===== config.mk =====
export PLATFORM = sky130hd
export DESIGN_NAME = adler32
export DESIGN_NICKNAME = d
export VERILOG_FILES = /design/src/rtl/adler32_pkg.sv /design/src/rtl/adler32_modadd.sv /design/src/rtl/adler32.sv
export SDC_FILE = /design/constraint.sdc
export NUM_CORES = 1
export LEC_CHECK = 0
export CAP_MARGIN = 0
export CORE_MARGIN = 2
export CORE_UTILIZATION = 34
export CTS_BUF_LIST = sky130_fd_sc_hd__clkbuf_4 sky130_fd_sc_hd__clkbuf_8
export DETAILED_ROUTE_END_ITERATION = 6
export REMOVE_ABC_BUFFERS = 1
export SETUP_SLACK_MARGIN = 0.5
export SYNTH_ARGS = -nofsm -noshare
export SYNTH_HDL_FRONTEND = slang
export SYNTH_SLANG_ARGS = --single-unit

===== constraint.sdc =====
create_clock -name clock -period 11.62 [get_ports clock]
set_input_delay 2.324 -clock clock [delete_from_list [all_inputs] [get_ports clock]]
set_output_delay 2.324 -clock clock [all_outputs]
set_load 0.05 [all_outputs]

===== src/rtl/adler32_pkg.sv =====
// Shared constants for the streaming Adler-32 checksum engine.
package adler32_pkg;

  localparam int unsigned ADLER_W = 16;
  localparam int unsigned SUM_W   = 2 * ADLER_W;

  localparam logic [ADLER_W-1:0] ADLER_MOD    = 16'd65521;
  localparam logic [ADLER_W-1:0] ADLER_A_INIT = 16'd1;
  localparam logic [ADLER_W-1:0] ADLER_B_INIT = 16'd0;

endpackage : adler32_pkg


===== src/rtl/adler32_modadd.sv =====
// Combinational (a + b) mod MOD for operands already below MOD.
module adler32_modadd
  import adler32_pkg::*;
#(
  parameter logic [ADLER_W-1:0] MOD = ADLER_MOD
) (
  input  logic [ADLER_W-1:0] a_i,
  input  logic [ADLER_W-1:0] b_i,
  output logic [ADLER_W-1:0] sum_c_o
);

  localparam int unsigned RAW_W = ADLER_W + 1;

  logic [RAW_W-1:0] raw_c;

  // Both operands < MOD, so a single conditional subtract fully reduces the sum.
  always_comb begin
    raw_c = RAW_W'(a_i) + RAW_W'(b_i);
    if (raw_c >= RAW_W'(MOD)) begin
      sum_c_o = ADLER_W'(raw_c - RAW_W'(MOD));
    end else begin
      sum_c_o = raw_c[ADLER_W-1:0];
    end
  end

endmodule : adler32_modadd


===== src/rtl/adler32.sv =====
// Streaming Adler-32 engine: one byte per clock, registered {B,A} on the last byte.
module adler32
  import adler32_pkg::*;
#(
  parameter int unsigned MOD = 65521
) (
  input  logic             clock,
  input  logic             rst,
  input  logic             data_valid,
  input  logic [7:0]       data,
  input  logic             last_data,
  output logic             checksum_valid,
  output logic [SUM_W-1:0] checksum
);

  logic [ADLER_W-1:0] a_q, a_d;
  logic [ADLER_W-1:0] b_q, b_d;
  logic [SUM_W-1:0]   checksum_q, checksum_d;
  logic               valid_q, valid_d;

  logic [ADLER_W-1:0] a_next_c;
  logic [ADLER_W-1:0] b_next_c;

  // A is reduced first; B accumulates the already-updated A in the same cycle.
  adler32_modadd #(.MOD(ADLER_W'(MOD))) u_add_a (
    .a_i     (a_q),
    .b_i     (ADLER_W'(data)),
    .sum_c_o (a_next_c)
  );

  adler32_modadd #(.MOD(ADLER_W'(MOD))) u_add_b (
    .a_i     (b_q),
    .b_i     (a_next_c),
    .sum_c_o (b_next_c)
  );

  always_comb begin
    a_d        = a_q;
    b_d        = b_q;
    checksum_d = checksum_q;
    valid_d    = 1'b0;
    if (data_valid) begin
      if (last_data) begin
        a_d        = ADLER_A_INIT;
        b_d        = ADLER_B_INIT;
        checksum_d = {b_next_c, a_next_c};
        valid_d    = 1'b1;
      end else begin
        a_d = a_next_c;
        b_d = b_next_c;
      end
    end
  end

  always_ff @(posedge clock) begin
    if (rst) begin
      a_q        <= ADLER_A_INIT;
      b_q        <= ADLER_B_INIT;
      checksum_q <= '0;
      valid_q    <= 1'b0;
    end else begin
      a_q        <= a_d;
      b_q        <= b_d;
      checksum_q <= checksum_d;
      valid_q    <= valid_d;
    end
  end

  assign checksum       = checksum_q;
  assign checksum_valid = valid_q;

endmodule : adler32


# After elaboration in Yosys (flattened, before gate mapping)
# Cells that the tools add are included.
# Widths: inputs -> output; s select.
dict set report totals {
  regBits 65
  out_inout_bits 33
  inputBits 12
}
dict set report classes {
  n_mux 5
  n_lt_le_gt_ge 2
  n_bitwise 1
  n_addsub 4
  reduce_logical 2
}
# cell n
set op_table {}
lappend op_table {{$mux 16} 4}
lappend op_table {{$ge 17x16->1 const B} 2}
lappend op_table {{$sub 16x16->16 const B} 2}
lappend op_table {{$add 16x16->17} 1}
lappend op_table {{$add 16x8->17} 1}
lappend op_table {{$reduce_and 2->1} 1}
lappend op_table {{$reduce_or 2->1} 1}
lappend op_table {{$mux 1} 1}
lappend op_table {{$not 1->1} 1}

# Depth between registers and ports, before layout
dict set report logic_depth {
  ltp_word 7
  ltp_mapped 23
  depth_no_buf 21
}

# Hierarchy
# From an unflattened synthesis, not the netlist that was laid out.
dict set report unflattened {
  hier_cells 670
  area_unflattened_um2 5639.2
}
# mod area_each_um2 instances cells_per_inst
set modules_own_cells {}
lappend modules_own_cells {adler32 2712.6 1 292}
lappend modules_own_cells {{adler32_modadd at u_add_a} 1502.7 1 195}
lappend modules_own_cells {{adler32_modadd at u_add_b} 1423.9 1 183}

# Least setup slack after synthesis
# Ideal clock, no wire load.
dict set report synth_timing {
  kind {in2reg}
  startpoint {input port data[0]}
  endpoint {register checksum_q[28] (netlist: checksum[28])}
  path_slack_ps 4228
  path_buffers 0
  cell_stages 21
  t_required_ps 11493
  arrival_ps 7265
  path_cell_list {ha_1 fa_1 a21oi_1 o22ai_1 o21ai_0 nor2_1 nand3_1 a21boi_1 xnor2_1 ha_1 inv_1 fa_1 nand3b_1 a21oi_1 or3_1 and4_1 nand4_2 nor4_4 a31oi_4 and3_1 or3_1}
}
dict set report synth_via {
  elab_chain_cells 6
  elab_cells_between_ends 8
  classes_between {add/sub: 4; order compare: 2; mux: 2}
}
# item line
set synth_rtl {}
lappend synth_rtl {{from (decl)} adler32.sv:10} ;# input logic [7:0] data,
lappend synth_rtl {{$add 16x8->17 *} adler32_modadd.sv:18} ;# raw_c = RAW_W'(a_i) + RAW_W'(b_i);
lappend synth_rtl {{$sub 16x16->16 / $ge 17x16->1 (equally long branches)} {adler32_modadd.sv:20, adler32_modadd.sv:19}}
lappend synth_rtl {{$mux 16 *} adler32_modadd.sv:19} ;# if (raw_c >= RAW_W'(MOD)) begin
lappend synth_rtl {{net a_next_c[0]} adler32.sv:21} ;# logic [ADLER_W-1:0] a_next_c;
lappend synth_rtl {{$add 16x16->17 *} adler32_modadd.sv:18}
lappend synth_rtl {{$sub 16x16->16 / $ge 17x16->1 (equally long branches)} {adler32_modadd.sv:20, adler32_modadd.sv:19}}
lappend synth_rtl {{$mux 16 *} adler32_modadd.sv:19}
lappend synth_rtl {{to (signal assigned)} adler32.sv:64} ;# checksum_q <= checksum_d;
lappend synth_rtl {{to (decl)} adler32.sv:18} ;# logic [SUM_W-1:0] checksum_q, checksum_d;
# The timed path passes the listed nets; every way through them passes the cells marked *.
# A chain may end at the register's enable or synchronous reset.

# Final worst setup path
# Ends and elaborated chain as after synthesis.

==> impl_results.md <==
- Status: finished, final reports clean
- Die area: 0.0151 mm^2
- Setup crit end kind: flip-flop
- Die width: approximately 120 um
- Asr flop ratio synth: 0%
- Post-Route Setup TNS: 0 ns
- GPL Wtd Cong: roughly 0.95
- Flops & latches, synth: 65
- Nets: roughly 660
- Hold crit path type: reg2reg
- Post-Layout Cell Count: 802
- Cell count after synthesis: 585
- Largest cells by area after synthesis: dfxtp_1 27%, ha_1 7.8%, a22o_1 6.2%, nand2_1 4.3%, xnor2_1 3.3%
- Routed Wire Length: ~14000 um
- Initial DRC count: between 300 and 400
- Worst skew pair latency: 0.37 ns
- Nature of the critical path startpoint: input port
- Worst relative slew slack: 33.3%
- Vias in the first global route: between 4000 and 5000
- Mean Syn Cell Area: about 8.2 um^2
- Synth Cell Area: slightly below 0.005 mm^2
- First-pass GRT wire length: ~22000 um
- Port Buf Inserts: between 40 and 50
- Final Max Tran Viols: 0
- Final Cycle Share: 73.5%
- Post-CTS Hold Buffers: 0
- Share of cells above drive strength 1: 7.23%
- Post-synth top flop: dfxtp_1
- Post-CTS resize count: 0
- Number of synthesized flops with an enable pin: 0
- Core area: about 0.014 mm^2
- Final setup viols: 0
- Commonest non-fill, non-tap cell in the layout: dfxtp_1
- P per Cell Area: between 100 and 150 mW/mm^2
- Clock root buffer: clkbuf_8
- Worst-margin pin slew: 0.999 ns
- Drt first pass iters: 5
- Pin count of the biggest net entering global routing: 34
- Maximum VDD drop: between 0.00004 and 0.00005 V
- Share of the yosys chip area belonging to registers: between 20 and 30%
- TritonCTS Buffers: 9
- Antenna diodes: 0
- Netlist cell types: 73
- Cell taking the most area after synthesis: dfxtp_1
- Max_cap viols: 0
- DP HPWL: 10100 um
- Longest Clk Path Bufs: 2
- Chip height: 123 um
- WS Path Type: in2reg
- # rows: 43
- CTS tree: done
- CTS Sinks: 65
- Worst path arrival time: 8.78 ns
- H-tree depth: 3
- Max Fanout on Critical Path: 8
- Final hold vios: 0
- Minimum clock period: between 8 and 9 ns
- Via count: 4669
- Initial antenna violation count: 0
- Power Total: 0.733 mW
- Cell total after placement: 786
- CTS clk-pin slew, worst paths: approximately 0.070 ns
- Clock skew: around 0.010 ns
- Req. time, crit path: ~12 ns
- Post-CTS Setup Repair Bufs: 0
- Initial Util: between 30% and 40%
- LEAKAGE: 2.31 nW
- Grt ovf: 0
- RSZ-0062 raised after global routing: no
- WL/cell: about 17 um
- I/O pins: 45
- Final ANT Viol Nets: 0
- Fill count: 1386
- Synth-to-Final Area Change: 16.4%
- GRT Util Overall: a little under a fifth
- Top-area cell type share of the netlist area: 27.0%
- Commonest non-fill, non-tap cells in the layout: 65 x dfxtp_1, 55 x nand2_1, 44 x clkdlybuf4s50_1
- Vias per Instance: roughly 5.8
- Fmax: 0.117 GHz
- Synth Warn #: 0
- # DRC: 0
[final cells by class]
class | count | area, um^2 | area share, %
Multi-Input combinational cell | 475 | 3330 | 59.5
Clock buffer | 10 | 138 | 2.46
Inverter | 18 | 67.6 | 1.21
Clock inverter | 6 | 66.3 | 1.18
Timing Repair Buffer | 48 | 470 | 8.40
Tap cell | 180 | 225 | 4.02
Sequential cell | 65 | 1300 | 23.2
[through the flow]
step	utilization (%)	cell area, um^2	hold slack (ns)	setup slack, ns
floorplan	-	4690	0.429	4.23
global placement	38.9	5400	0.442	3.09
detailed placement	38.9	5400	0.453	2.83
CTS	40.4	5600	0.470	3.22
global route	40.4	5600	0.497	2.71
finish	40.4	5600	0.468	3.08
[worst max-delay path, stage by stage]
cell	delay [ns]
clkdlybuf4s50_1	0.42
ha_1	0.26
fa_1	0.43
a21oi_1	0.17
o22ai_1	0.14
o21ai_0	0.43
xnor2_1	0.19
nor4b_2	0.32
a21boi_1	0.27
xnor2_1	0.38
ha_1	0.30
inv_1	0.07
fa_1	0.43
nand3b_1	0.25
a21oi_1	0.29
o21ai_1	0.17
xnor2_1	0.29
nand4_2	0.26
nor4_4	0.53
a31oi_4	0.27
and3_1	0.26
or3_1	0.34
[power breakdown]
group          switching [mW]  internal [mW]
Sequential             0.0100          0.237
Combinational           0.185         0.0964
Clock                  0.0999          0.106
Total                   0.295          0.439
[worst paths after layout]
path	startpoint	to	slack, ns	cells after the start
worst max-delay path	data[0]	checksum[28]$_SDFFE_PP0P_	3.08	22
worst min-delay path	checksum[5]$_SDFFE_PP0P_	checksum[5]$_SDFFE_PP0P_	0.47	2
worst max register to register	a_q[0]$_SDFFE_PP1P_	checksum[28]$_SDFFE_PP0P_	5.17	21
worst min register to register	checksum[5]$_SDFFE_PP0P_	checksum[5]$_SDFFE_PP0P_	0.47	2
[per-layer routing]
metal,track usage (%),part of all wire [%]
met5,0,0
met4,7.95,2.8
met3,4.80,5.1
met2,30.9,46
met1,23.4,46
[cell families after synthesis]
| group | after synthesis | synth area share (%) |
|---|---|---|
| DFF | 65 | 27.0 |
| muxes | 16 | 3.46 |
| adders and majority gates | 32 | 8.63 |
| buffers and inverters | 45 | 3.93 |
| AOI/OAI and AO/OA | 174 | 27.0 |
| xor gates and xnor gates | 31 | 5.64 |
| and+or+nand+nor | 222 | 24.3 |
[cell usage after synthesis, types with 5 or more instances]
cell and n:
and3_1 11, nor4_1 9, a31oi_1 5, clkbuf_1 21, inv_1 18, o21ai_0 29, a21o_1 13, o31ai_1 7
or3_1 7, nor2_1 39, xor2_1 13, a221oi_1 5, nand2b_1 11, nor3_1 26, nand2_1 55, and2_1 6
mux2i_1 14, a21oi_1 28, dfxtp_1 65, nor3b_1 5, nand3_1 23, a22o_1 34, o211ai_1 5, nor2b_1 5
ha_1 30, xnor2_1 18, nand4_1 7
[registers in the layout, summed over array words and instances (netlist names)]
name / cells
a_q: 16
b_q: 16
checksum_valid: 1
checksum: 32
No activity file was read; power rests on OpenSTA's default activity.
==> patch (same settings) <==
Reset style: asynchronous (`rst`), changed in one clocked block.
--- a/src/rtl/adler32.sv
+++ b/src/rtl/adler32.sv
@@ -53,5 +53,5 @@
   end
 
-  always_ff @(posedge clock) begin
+  always_ff @(posedge clock or posedge rst) begin
     if (rst) begin
       a_q        <= ADLER_A_INIT;
Function: differs if rst is asserted again (counterexample within 4 cycles, from zero or initial values and one cycle with rst high); with rst held inactive, the same outputs for 4 cycles.
==> patch against the unedited design <==
Wire length shrank 6.7%. Non-clock buffer count is 1 lower. Sequential cell count unchanged. Register-to-register slack got worse by 0.29 ns. Worst setup slack got worse by 0.24 ns. Design area increased by 1.9%. Fmax shrank 2.7%. Area after synthesis rose by 1.9%. Highest routed layer unchanged.
Power is not compared: it rests on default switching activity, and its combinational part moved more than twofold at a synthesized area within 25%.
==> patch: results (changes against the unedited design) <==
<table>
<tr><th>Metric</th><th>Value</th></tr>
<tr><th colspan="2">Setup path</th></tr>
<tr><td>Arrival time at the worst endpoint</td><td>8.98 ns (was 8.78 ns)</td></tr>
<tr><td>Crit-path leading delay family</td><td>compound AO/OA/AOI/OAI gates (was simple AND/OR/NAND/NOR gates)</td></tr>
<tr><td>Maximum single-stage delay on the critical path</td><td>0.62 ns (was 0.53 ns)</td></tr>
<tr><td>Maximum fanout along the worst path</td><td>9 (was 8)</td></tr>
<tr><td>Slowest library cell on the worst path</td><td>o41ai_1 (was nor4_4)</td></tr>
<tr><th colspan="2">Yosys</th></tr>
<tr><td>Fraction of synthesized cell area in xor and xnor cells</td><td>6.61% (was 5.64%)</td></tr>
<tr><td>Multiplexer fraction of the synthesized cell area</td><td>1.96% (was 3.46%)</td></tr>
<tr><td>Unique masters post-synth</td><td>80 (was 73)</td></tr>
<tr><td>Post-synthesis share of cell area spent on full adders, half adders and majority gates</td><td>8.47% (was 8.63%)</td></tr>
<tr><td>Synth cell count leaders</td><td>nand2_1 (65), dfrtp_1 (64), nor2_1 (35) (was dfxtp_1 (65), nand2_1 (55), nor2_1 (39))</td></tr>
<tr><td>Most area-consuming cells after synthesis</td><td>dfrtp_1 (33%), ha_1 (7.7%), nand2_1 (5.0%), xnor2_1 (4.1%), o21ai_0 (3.5%) (was dfxtp_1 (27%), ha_1 (7.8%), a22o_1 (6.2%), nand2_1 (4.3%), xnor2_1 (3.3%))</td></tr>
<tr><td>Sequential-to-total area share from yosys stat</td><td>33.2% (was 27.0%)</td></tr>
<tr><td>Share of flip-flops with an asynchronous set or reset</td><td>100% (was 0%)</td></tr>
<tr><th colspan="2">Cells and area</th></tr>
<tr><td>Signal buffers</td><td>47 (was 48)</td></tr>
<tr><td>Non-clock inverter count</td><td>34 (was 18)</td></tr>
<tr><td>Filler cell count in the final layout</td><td>1446 (was 1386)</td></tr>
<tr><td>Net count, final</td><td>636 (was 661)</td></tr>
<tr><td>Number of sequential cells</td><td>65 (unchanged)</td></tr>
<tr><td>Portion of the layout cell area used by non-clock buffers</td><td>8.11% (was 8.40%)</td></tr>
<tr><th colspan="2">Drt</th></tr>
<tr><td>WL per Instance</td><td>16.7 um (was 17.3 um)</td></tr>
<tr><td>Iteration-0 DRC count of the detailed router</td><td>255 (was 349)</td></tr>
<tr><td>Post-detailed-route via-to-cell ratio</td><td>5.45 (was 5.82)</td></tr>
<tr><th colspan="2">Placed design</th></tr>
<tr><td>Gpl congestion</td><td>0.884 (was 0.952)</td></tr>
<tr><td>HPWL after detailed placement</td><td>9810 um (was 10100 um)</td></tr>
<tr><th colspan="2">GRT</th></tr>
<tr><td>Wire length of the first global-routing pass</td><td>21700 um (was 22100 um)</td></tr>
<tr><td>Via count of the first global-routing pass</td><td>4261 (was 4384)</td></tr>
<tr><td>Total global routing track utilization</td><td>18.3% (was 18.8%)</td></tr>
<tr><th colspan="2">Run status</th></tr>
<tr><td>Status</td><td>complete, no violations (unchanged)</td></tr>
</table>
-- patch: changes by cell type in the layout (fill, tap and decap cells not counted), moves of 6 or more --
cell	delta
nand2_1	+10
o2bb2ai_1	+15
nor3_1	-16
nand2b_1	-6
nand3_1	-9
nor4_1	-8
a22o_1	-30
dfrtp_1	+64
inv_1	+13
mux2i_1	-10
dfxtp_1	-65
-- patch: per-stage QoR --
step	hold WS (ns)	power (mW)	setup slack (ns)	cell area (um2)	std cells
2_1_floorplan	0.458	1.01	3.81	4790	534
6_report	0.478	1.47	2.84	5710	777
4_1_cts	0.485	1.48	2.86	5710	777
3_5_place_dp	0.469	1.24	2.47	5480	761
5_1_grt	0.502	1.59	2.51	5710	777
3_3_place_gp	0.460	1.23	2.62	5480	761
-- patch: power breakdown --
group          total, mW  internal (mW)  leakage, nW  switching, mW
Sequential         0.335          0.291        0.845         0.0441
Clock              0.223          0.127        0.113         0.0959
Combinational      0.912          0.326         1.58          0.586
-- patch: metal layers --
layer  share of wire [%]  up-vias  global-route usage, %
met5                   0        -                      0
met4                 1.3        0                   7.23
met3                 4.1       10                   3.30
met2                  45       86                   28.8
met1                  50     2018                   25.0
li1                    -     2118                      -
-- patch: path summary, 6_finish.rpt --
| kind | slack, ns | startpoint | to |
|---|---|---|---|
| worst max-delay path | 2.84 | data[0] | checksum[30] |
| worst min-delay path | 0.48 | checksum[12] | checksum[12] |
| worst max register to register | 4.88 | a_q[0] | checksum[30] |
| worst min register to register | 0.48 | checksum[12] | checksum[12] |
| max in group asynchronous | 8.53 | rst | b_q[8] |
| min in group asynchronous | 2.51 | rst | checksum[13] |
